`src/rtl/regfile_dump_reader.sv`:
```
// Streams every register-file word through a valid/ready port, lowest index first.
// Define DUMP_CHECKSUM_EN to append one XOR checksum word after the last register.
module regfile_dump_reader #(
  parameter int ADDR_SIZE  = 5,
  parameter int DATA_WIDTH = 32
) (
  input  logic                  CLK,
  input  logic                  rst,
  input  logic                  start,
  output logic [ADDR_SIZE-1:0]  RA,
  input  logic [DATA_WIDTH-1:0] RD,
  output logic [DATA_WIDTH-1:0] dout,
  output logic [ADDR_SIZE-1:0]  dout_addr,
  output logic                  dout_valid,
  input  logic                  dout_ready,
  output logic                  dout_last,
  output logic                  busy,
  output logic                  done
);

  localparam logic [ADDR_SIZE-1:0] LAST = '1;

  typedef enum logic [1:0] {IDLE, READ, SEND, FIN} state_t;
  state_t state, state_nxt;

`ifdef DUMP_CHECKSUM_EN
  logic [DATA_WIDTH-1:0] checksum;
  logic                  csum_sent;  // the word in SEND is the checksum, not a register
`endif

  always_comb begin
    state_nxt = state;
    done      = 1'b0;
    case (state)
      IDLE: if (start) state_nxt = READ;
      READ: state_nxt = SEND;
      SEND: begin
        if (dout_ready) begin
`ifdef DUMP_CHECKSUM_EN
          if (csum_sent)       state_nxt = FIN;
          else if (RA != LAST) state_nxt = READ;
          else                 state_nxt = SEND;
`else
          if (RA != LAST) state_nxt = READ;
          else            state_nxt = FIN;
`endif
        end
      end
      FIN: begin
        done      = 1'b1;
        state_nxt = IDLE;
      end
      default: state_nxt = IDLE;
    endcase
  end

  always_ff @(posedge CLK) begin
    if (rst) begin
      state      <= IDLE;
      RA         <= '0;
      dout       <= '0;
      dout_addr  <= '0;
      dout_valid <= 1'b0;
      dout_last  <= 1'b0;
      busy       <= 1'b0;
`ifdef DUMP_CHECKSUM_EN
      checksum   <= '0;
      csum_sent  <= 1'b0;
`endif
    end else begin
      state <= state_nxt;
      case (state)
        IDLE: begin
          if (start) begin
            RA   <= '0;
            busy <= 1'b1;
`ifdef DUMP_CHECKSUM_EN
            checksum  <= '0;
            csum_sent <= 1'b0;
`endif
          end
        end
        READ: begin
          dout       <= RD;
          dout_addr  <= RA;
          dout_valid <= 1'b1;
`ifdef DUMP_CHECKSUM_EN
          dout_last  <= 1'b0;
          checksum   <= checksum ^ RD;
`else
          dout_last  <= (RA == LAST);
`endif
        end
        SEND: begin
          if (dout_ready) begin
            dout_valid <= 1'b0;
            if (RA != LAST) RA <= RA + ADDR_SIZE'(1);
`ifdef DUMP_CHECKSUM_EN
            // last register just left: present the checksum straight away
            if (!csum_sent && RA == LAST) begin
              dout       <= checksum;
              dout_addr  <= '0;
              dout_last  <= 1'b1;
              dout_valid <= 1'b1;
              csum_sent  <= 1'b1;
            end
`endif
          end
        end
        FIN: begin
          busy <= 1'b0;
          RA   <= '0;
        end
        default: ;
      endcase
    end
  end

endmodule

```
`config.mk`:
```
export PLATFORM = sky130hd
export DESIGN_NAME = regfile_dump_reader
export DESIGN_NICKNAME = d
export VERILOG_FILES = /design/src/rtl/regfile_dump_reader.sv
export SDC_FILE = /design/constraint.sdc
export NUM_CORES = 1
export LEC_CHECK = 0
export BUFFER_PORTS_ARGS = -buffer_cell sky130_fd_sc_hd__buf_2
export CAP_MARGIN = 20
export CORE_MARGIN = 10
export CORE_UTILIZATION = 30
export CTS_CLUSTER_DIAMETER = 30
export DETAILED_ROUTE_END_ITERATION = 16
export HOLD_SLACK_MARGIN = 0.02
export PLACE_DENSITY = 0.65
export SETUP_SLACK_MARGIN = 0.05
export SLEW_MARGIN = 20
export SYNTH_ARGS = -nofsm -noshare
export SYNTH_HDL_FRONTEND = slang
export SYNTH_SLANG_ARGS = --single-unit
```
`constraint.sdc`:
```
create_clock -name CLK -period 3.3 [get_ports CLK]
set_input_delay 0.495 -clock CLK [delete_from_list [all_inputs] [get_ports CLK]]
set_output_delay 0.495 -clock CLK [all_outputs]
set_load 0.02 [all_outputs]
```
; Yosys cells after proc, flatten, opt, wreduce, memory -nomap -nowiden
; Index checks and enable logic that the tools add are counted.
[totals]
ramBits = 0
word_cells = 37
mem_bits_ro = 0
ff_bits = 47
latch_bits = 0
n_memories = 0
inputBits = 36
[classes]
div = 0
n_shift = 0
order_cmp = 0
n_eq_ne = 8
n_addsub = 1
multipliers = 0
n_mux = 13
n_reduce_logical = 8
bitwise = 0
[op_table]
columns = cell, count
row1 = $mux W5, 3
row2 = $pmux W5 S3, 1
row3 = $pmux W2 S4, 1
row4 = $mux W2, 3
row5 = $ne A2 B2 Y1 const B, 3
row6 = $reduce_and A2 Y1, 3
row7 = $add A5 B1 Y5 const B, 1
row8 = $eq A5 B5 Y1 const B, 1
row9 = $ne A5 B5 Y1 const B, 1
row10 = $eq A2 B2 Y1 const B, 2
row11 = $pmux W1 S2, 2
row12 = $reduce_and A4 Y1, 1
row13 = $reduce_bool A2 Y1, 2
row14 = $mux W1, 3
row15 = $reduce_bool A3 Y1, 1
row16 = $eq A2 B1 Y1 const B, 1
row17 = $logic_not A2 Y1, 1

; Depth between registers and ports, before layout
; Gate-level depths: netlist of run 1.
[logic_depth]
word_depth = 4
mapped_depth = 7
ltp_nobuf = 7

; Worst setup path before layout of run 1
; No wires, ideal clock.
[synth_timing]
path_kind = flip-flop to flip-flop
startpoint = register RA[0]
endpoint = register RA[4]
path_buffers = 0
path_slack_ns = 1.578
period_less_slack_ns = 1.722
t_required_ns = 3.230
arrival_time_ns = 1.652
setup_time_ns = 0.070
stages_incl_launch_ff = 8
path_cell_list = dfxtp_1 ha_1 and3_1 ha_1 nand2b_1 a2bb2oi_1 nand3_1 a21oi_1
[synth_via]
elab_chain_len = 4
[synth_rtl]
columns = item, line
row1 = from (decl), 10  ; output logic [ADDR_SIZE-1:0] RA,
row2 = from (signal assigned), 97  ; if (RA != LAST) RA <= RA + ADDR_SIZE'(1);
row3 = $add A5 B1 Y5, 97
row4 = $mux W5, 97
row5 = $mux W5, 95  ; if (dout_ready) begin
row6 = $pmux W5 S3, 72  ; case (state)
; Several ways; a longest one is shown, not always the timed one. The select of a mux whose other input is x is not followed.
; A chain may end at the register's enable or synchronous reset.

; Worst setup path in the final report of run 1
; Ends and elaborated chain as after synthesis.

==> run summary, run 1 <==
DRC Markers: 0
Syn nets: 252
Via count: 1623
Largest net degree at the start of global routing: 48
Max Clock Skew: 5.66 ps
Final hold vios: 0
Cells after DPL: 355
Top Metal Used: met4
Initial antenna violation count: 0
Register area: 941 um2
Root buf cell: clkbuf_8
Drt wl/cell: 13.3 um
Distinct cell type count after synthesis: 25
Max-cap violation count: 0
Peak VDD IR: 0.199 mV
N_diodes: 0
DRT Pass-1 Iters: 4
Post-Synthesis Cells: 214
Final slew viol count: 0
Remaining Overflow, GRT: 0
Dpl hpwl: 3460 um
CTS buffer count: 5
Crit path time final: 1820 ps
CP Launch Type: flip-flop
H-tree Lvls: 2
Core Region: 5570 um2
Total die area: 9250 um2
Worst Path Required: 3520 ps
Leak: 1.03 nW
TritonCTS clock tree: built
DIE HEIGHT: 96.2 um
Metal-1 WL: 1920 um
Critical path class: reg2reg
Worst skew pair latency: 290 ps
DR iter-0 viols: 67
Syn_area_per_cell: 8.13 um2
DR vias/cell: 4.47
Max FO, Critical Path: 6
Hold path start: RD[6]
Setup TNS: 0 ps
Detailed Route WL: 4810 um
Hold Buf Count CTS: 0
Unrepaired setup endpoints after global routing: false
Routed wl met3: 725 um
# Post-CTS Setup Buffers: 0
Yosys warnings: 0
Crit path capture type: flip-flop
Starting Density: 0.312
Antenna Nets Post-Route: 0
Reg2reg start: RA[0]$_SDFFE_PP0P_
Status: completed
Cell area power density: 496 nW/um2
CP arrival: 2040 ps
Rel. slew slack: 0.423
Port bufs: 81
Layout area overhead: 31.1%
I/O pin cnt: 82
Site Rows: 27
Post-route insts no fill: 363
Fillers: 619
# resized after CTS: 0
Worst-path clk slew: 80 ps
Flop and latch count out of synthesis: 47
GRT Util Overall: 0.107
Gpl congestion: 0.781
Period utilisation layout: 0.552
Worst Max-Slew Pin Slew: 865 ps
Register area share after synthesis: 0.541
Worst min-delay path class: in2reg
Final #Nets: 328
CP Launch Point: RA[0]$_SDFFE_PP0P_
Vias in the first global route: 1600
First-pass GRT wire length: 7850 um
Area occupied by multi-input gates: 729 um2
Max frequency: 549 MHz
Synthesized area: 1740 um2
Sink Count: 47
Longest Clk Path Bufs: 2
DIE WIDTH: 96.2 um
Total Power: 1.13 mW
Met2 wire len: 2110 um
Final setup fails: 0
Layout cell share with drive strength beyond 1: 0.320
==> cells in the mapped netlist, drive strengths merged <==
master,count,share of area
nand2,78,0.17
dfxtp,47,0.54
a21oi,45,0.13
buf,9,0.029
clkbuf,5,0.011
nor2,5,0.011
nand2b,4,0.014
nand3,3,0.0086
nor3,3,0.0086
ha,2,0.014
nor2b,2,0.013
a211oi,1,0.0043
a2bb2oi,1,0.0050
a311oi,1,0.0050
and2,1,0.0036
and2b,1,0.0043
and3,1,0.0036
mux2i,1,0.0058
nand3b,1,0.0043
o21ai,1,0.0029
o21bai,1,0.0043
o2bb2ai,1,0.0086
==> state kept, by name (all words and copies together) (netlist names) <==
| name | flops |
|---|---|
| RA | 5 |
| dout_valid | 1 |
| dout_addr | 5 |
| dout | 32 |
| state | 2 |
| dout_last | 1 |
| busy | 1 |
==> power by group <==
part	internal (mW)	leakage (nW)	switching [mW]
clock network	0.191	0.0515	0.181
registers	0.592	0.383	0.0147
logic	0.0555	0.597	0.0975
==> cells in the final DEF, fill, tap and decap left out, drive strengths merged, types with 2 or more instances in the layout <==
master / instances
nor2b: 2
nor2: 5
nand2b: 4
dfxtp: 47
ha: 2
clkbuf: 8
a21oi: 45
nand2: 78
nand3: 3
buf: 83
nor3: 3
==> kinds of logic (layout without fill, tap and decap cells) <==
group	count (synthesis)	after routing	synth area share
and+or+nand+nor	99	99	0.239
DFF	47	47	0.541
buffers and inverters	14	91	0.0403
adders and majority gates	2	2	0.0144
muxes	1	1	0.00575
AOI/OAI and AO/OA	51	51	0.160
==> layout make-up <==
type	count	share of cell area
Sequential cell	47	0.413
Multi-Input combinational cell	153	0.320
Timing Repair Buffer	83	0.184
Tap cell	72	0.0395
Clock buffer	8	0.0439
==> worst max-delay path, cell delays in order, from the launching register on <==
cell	delay, ps
dfxtp_1	370
ha_1	240
and3_1	190
ha_1	220
nand2b_1	200
a2bb2oi_1	260
nand3_1	110
a21oi_1	150
==> per-layer routing <==
layer	GRT usage	vias up
met5	0	-
met4	0.0332	0
met3	0.0638	5
met2	0.166	67
met1	0.121	700
li1	-	851
==> worst paths after layout <==
kind,end,slack (ps),depth (start not counted)
setup / recovery,RA[4]$_SDFFE_PP0P_,1480,7
setup reg to reg,RA[4]$_SDFFE_PP0P_,1480,7
hold / removal,dout[6]$_SDFFE_PP0P_,430,3
hold reg to reg,dout[30]$_SDFFE_PP0P_,450,2
==> through the flow <==
stage | instance area [um2] | worst slack [ps] | hold WS (ps) | utilization
6_report | 2280 | 1480 | 426 | 0.409
5_1_grt | 2280 | 1300 | 417 | 0.409
4_1_cts | 2280 | 1480 | 412 | 0.409
3_5_place_dp | 2180 | 1500 | 444 | 0.391
3_3_place_gp | 2180 | 1550 | 439 | 0.391
2_1_floorplan | 1740 | 1580 | 533 | -
No activity file was read; power rests on OpenSTA's default activity.
==> inputs of run 2 (changes only) <==
--- a/config.mk
+++ b/config.mk
@@ -5,6 +5,7 @@
 export SDC_FILE = /design/constraint.sdc
 export NUM_CORES = 1
 export LEC_CHECK = 0
+export ABC_AREA = 1
 export BUFFER_PORTS_ARGS = -buffer_cell sky130_fd_sc_hd__buf_2
 export CAP_MARGIN = 20
 export CORE_MARGIN = 10
==> constraint.sdc (replaced) <==
create_clock -name CLK -period 1.85 [get_ports CLK]
set_input_delay 0.2775 -clock CLK [delete_from_list [all_inputs] [get_ports CLK]]
set_output_delay 0.2775 -clock CLK [all_outputs]
set_load 0.02 [all_outputs]
==> run summary, run 2 <==
Via count: 1692 (+4.3%)
Switch share: 0.325 (+0.0662)
Most frequent cell after synthesis: nor2_1
Worst-path clk slew: 80 ps (about the same)
Initial antenna violation count: 0 (unchanged)
Vias in the first global route: 1544 (-3.5%)
Sw Pwr: 769 uW (+160%)
Dpl cell area: 2220 um2 (+1.8%)
Crit path top cell by count: nand2_1
Hold endpoint: dout_valid$_SDFFE_PP0P_
Async S/R FF share, synth: 0 (unchanged)
Crit path time final: 1560 ps (-265 ps)
DR vias/cell: 4.39 (-1.7%)
CP delay by family, top: simple AND/OR/NAND/NOR gates
Commonest cells in the netlist: nor2_1 (75), dfxtp_1 (47), o21ai_0 (38)
Max-cap violation count: 0 (unchanged)
Antenna Nets Post-Route: 0 (unchanged)
Setup TNS: 0 ps (unchanged)
Sink Count: 47 (unchanged)
Peak VDD IR: 0.439 mV (+120%)
# Post-CTS Setup Buffers: 0 (unchanged)
Hold Buf Count CTS: 0 (unchanged)
Area occupied by multi-input gates: 706 um2 (-3.3%)
Period utilisation layout: 0.841 (+0.289)
GRT Util Overall: 0.0965 (-0.0106)
CP max-delay cell: dfxtp_1
Longest Clk Path Bufs: 2 (unchanged)
Synthesized area: 1760 um2 (+1.2%)
Site Rows: 27 (unchanged)
Reg2reg start: RA[0]$_SDFFE_PP0P_
CP Launch Type: flip-flop
Worst hold stages: 2 (-1)
DRT Pass-1 Iters: 4 (unchanged)
Largest area contributor in the netlist: dfxtp_1
Flip-flop count of the largest register, all copies and words added: 32 (unchanged)
Max FO, Critical Path: 7 (+1)
N_diodes: 0 (unchanged)
Final setup fails: 0 (unchanged)
TritonCTS clock tree: built
Cell internal pwr: 1.59 mW (+90%)
Final worst slack: 294 ps (-1190 ps)
Register area: 941 um2 (unchanged)
Worst reg2reg path depth: 10 (+3)
Critical path class: reg2reg
Top_reg_cell synth: dfxtp_1
Final #Nets: 350 (+6.7%)
DR iter-0 viols: 39 (-42%)
Gpl congestion: 0.787 (+0.87%)
Buf+Inv Stages, Crit Path: 0 (unchanged)
Core Region: 5610 um2 (+0.61%)
Root buf cell: clkbuf_8
Syn_area_per_cell: 7.56 um2 (-7.1%)
Detailed Route WL: 4730 um (-1.7%)
Register area share after synthesis: 0.534 (-0.00615)
Yosys warnings: 0 (unchanged)
Layout area overhead: 30.8%
Starting Density: 0.314 (+0.00169)
Hold path start: dout_ready
Most frequent cells in the layout: buf_2 (81), nor2_1 (75), dfxtp_1 (47)
Combinational Power Share: 0.251 (+0.116)
Fillers: 607 (-1.9%)
CTS buffer count: 5 (unchanged)
# resized after CTS: 0 (unchanged)
Top cells by area, synth: dfxtp_1 (53%), nor2_1 (16%), o21ai_0 (11%)
H-tree Lvls: 2 (unchanged)
Max frequency: 642 MHz (+17%)
Reg2Reg Setup Slack: 290 ps (-1190 ps)
DIE HEIGHT: 96.6 um (+0.46%)
Synth top area share: 0.534 (-0.00615)
Max Clock Skew: 6.43 ps (+0.767 ps)
DIE WIDTH: 96.6 um (+0.46%)
Rel. slew slack: 0.514 (+0.0908)
Worst R2R End: RA[3]$_SDFFE_PP0P_
Worst skew pair latency: 290 ps (about the same)
Total die area: 9330 um2 (+0.92%)
Share of power burned in the clock network: 0.248 (-0.081)
I/O pin cnt: 82 (unchanged)
Remaining Overflow, GRT: 0 (unchanged)
Biggest register: dout
Distinct cell type count after synthesis: 18 (-28%)
Post-Synthesis Cells: 233 (+8.9%)
Drt wl/cell: 12.3 um (-7.4%)
Slowest stage delay, CP: 350 ps (-20 ps)
Final slew viol count: 0 (unchanged)
Leak: 1.16 nW (+13%)
Worst min-delay path class: in2reg
Crit path capture type: flip-flop
Worst Path Required: 2040 ps (-1480 ps)
Syn nets: 271 (+7.5%)
Status: completed
Pre-CTS setup slack: 318 ps (-1190 ps)
Unrepaired setup endpoints after global routing: false
DRC Markers: 0 (unchanged)
Cell area power density: 1030 nW/um2 (+110%)
Final hold vios: 0 (unchanged)
Commonest non-fill, non-tap cell in the layout: buf_2
Design Area, Final: 2300 um2 (+0.93%)
Largest net degree at the start of global routing: 45 (-6.3%)
Dpl hpwl: 3510 um (+1.3%)
Core Util, Final: 0.411 (+0.00133)
Layout cell share with drive strength beyond 1: 0.323 (+0.00310)
Port bufs: 81 (unchanged)
Power share of the sequential group: 0.501 (-0.035)
Regs by FF count: dout: 32 flops, RA: 5 flops, dout_addr: 5 flops
Worst hold slack: 193 ps (-234 ps)
CP arrival: 1750 ps (-290 ps)
Crit-path cells: ha_1 > nand2_1 > nor2_1 > ha_1 > nand3_1 > nand2_2 > nor2_4 > nand2_1 > nand2_1 > nor2_1
Worst Max-Slew Pin Slew: 728 ps (-137 ps)
Flop and latch count out of synthesis: 47 (unchanged)
Post-synth EDFFs: 0 (unchanged)
First-pass GRT wire length: 7800 um (-0.54%)
run 2: worst max-delay path by stage:
stage                               to  cells after the start  slack, ps          startpoint
floorplan           RA[1]$_SDFFE_PP0P_                     11        340  RA[0]$_SDFFE_PP0P_
global placement    RA[3]$_SDFFE_PP0P_                     10        370  RA[0]$_SDFFE_PP0P_
detailed placement  RA[1]$_SDFFE_PP0P_                     10        320  RA[0]$_SDFFE_PP0P_
CTS                 RA[2]$_SDFFE_PP0P_                      9        300  RA[0]$_SDFFE_PP0P_
global route        RA[4]$_SDFFE_PP0P_                     11        130  RA[0]$_SDFFE_PP0P_
finish              RA[3]$_SDFFE_PP0P_                     10        290  RA[0]$_SDFFE_PP0P_
run 2: power groups by stage:
stage	sequential [mW]	clock, mW	combinational (mW)
final	1.18	0.586	0.592
after global routing	1.20	0.655	0.669
after CTS	1.19	0.626	0.605
after detailed placement	1.21	0	0.604
after global placement	1.20	0	0.599
after floorplan	1.34	0	0.257
run 2: layer usage:
layer  track usage  vias to the layer above  share of wire
met5             0                        -              0
met4        0.0304                        0         0.0097
met3        0.0483                        5          0.093
met2         0.147                       62           0.44
met1         0.115                      735           0.46
li1              -                      890              -
run 2: cell type report:
cell class	count	share of cell area
clock buffer	7	0.0332
tap	72	0.0391
sequential	47	0.409
clock inverter	1	0.00217
multi-input combinational	158	0.307
inverter	17	0.0277
timing repair buffer	83	0.183
run 2: through the flow:
step / std cells / power, mW
5_1_grt: 385 / 2.53
4_1_cts: 385 / 2.42
6_report: 385 / 2.36
3_5_place_dp: 377 / 1.81
3_3_place_gp: 377 / 1.80
2_1_floorplan: 233 / 1.60
run 2: kinds of logic after synthesis:
group	after synthesis	synth area share
simple gates	107	0.243
fa+ha+maj	2	0.0142
buf+inv	28	0.0647
compound gates	49	0.144
flops	47	0.534
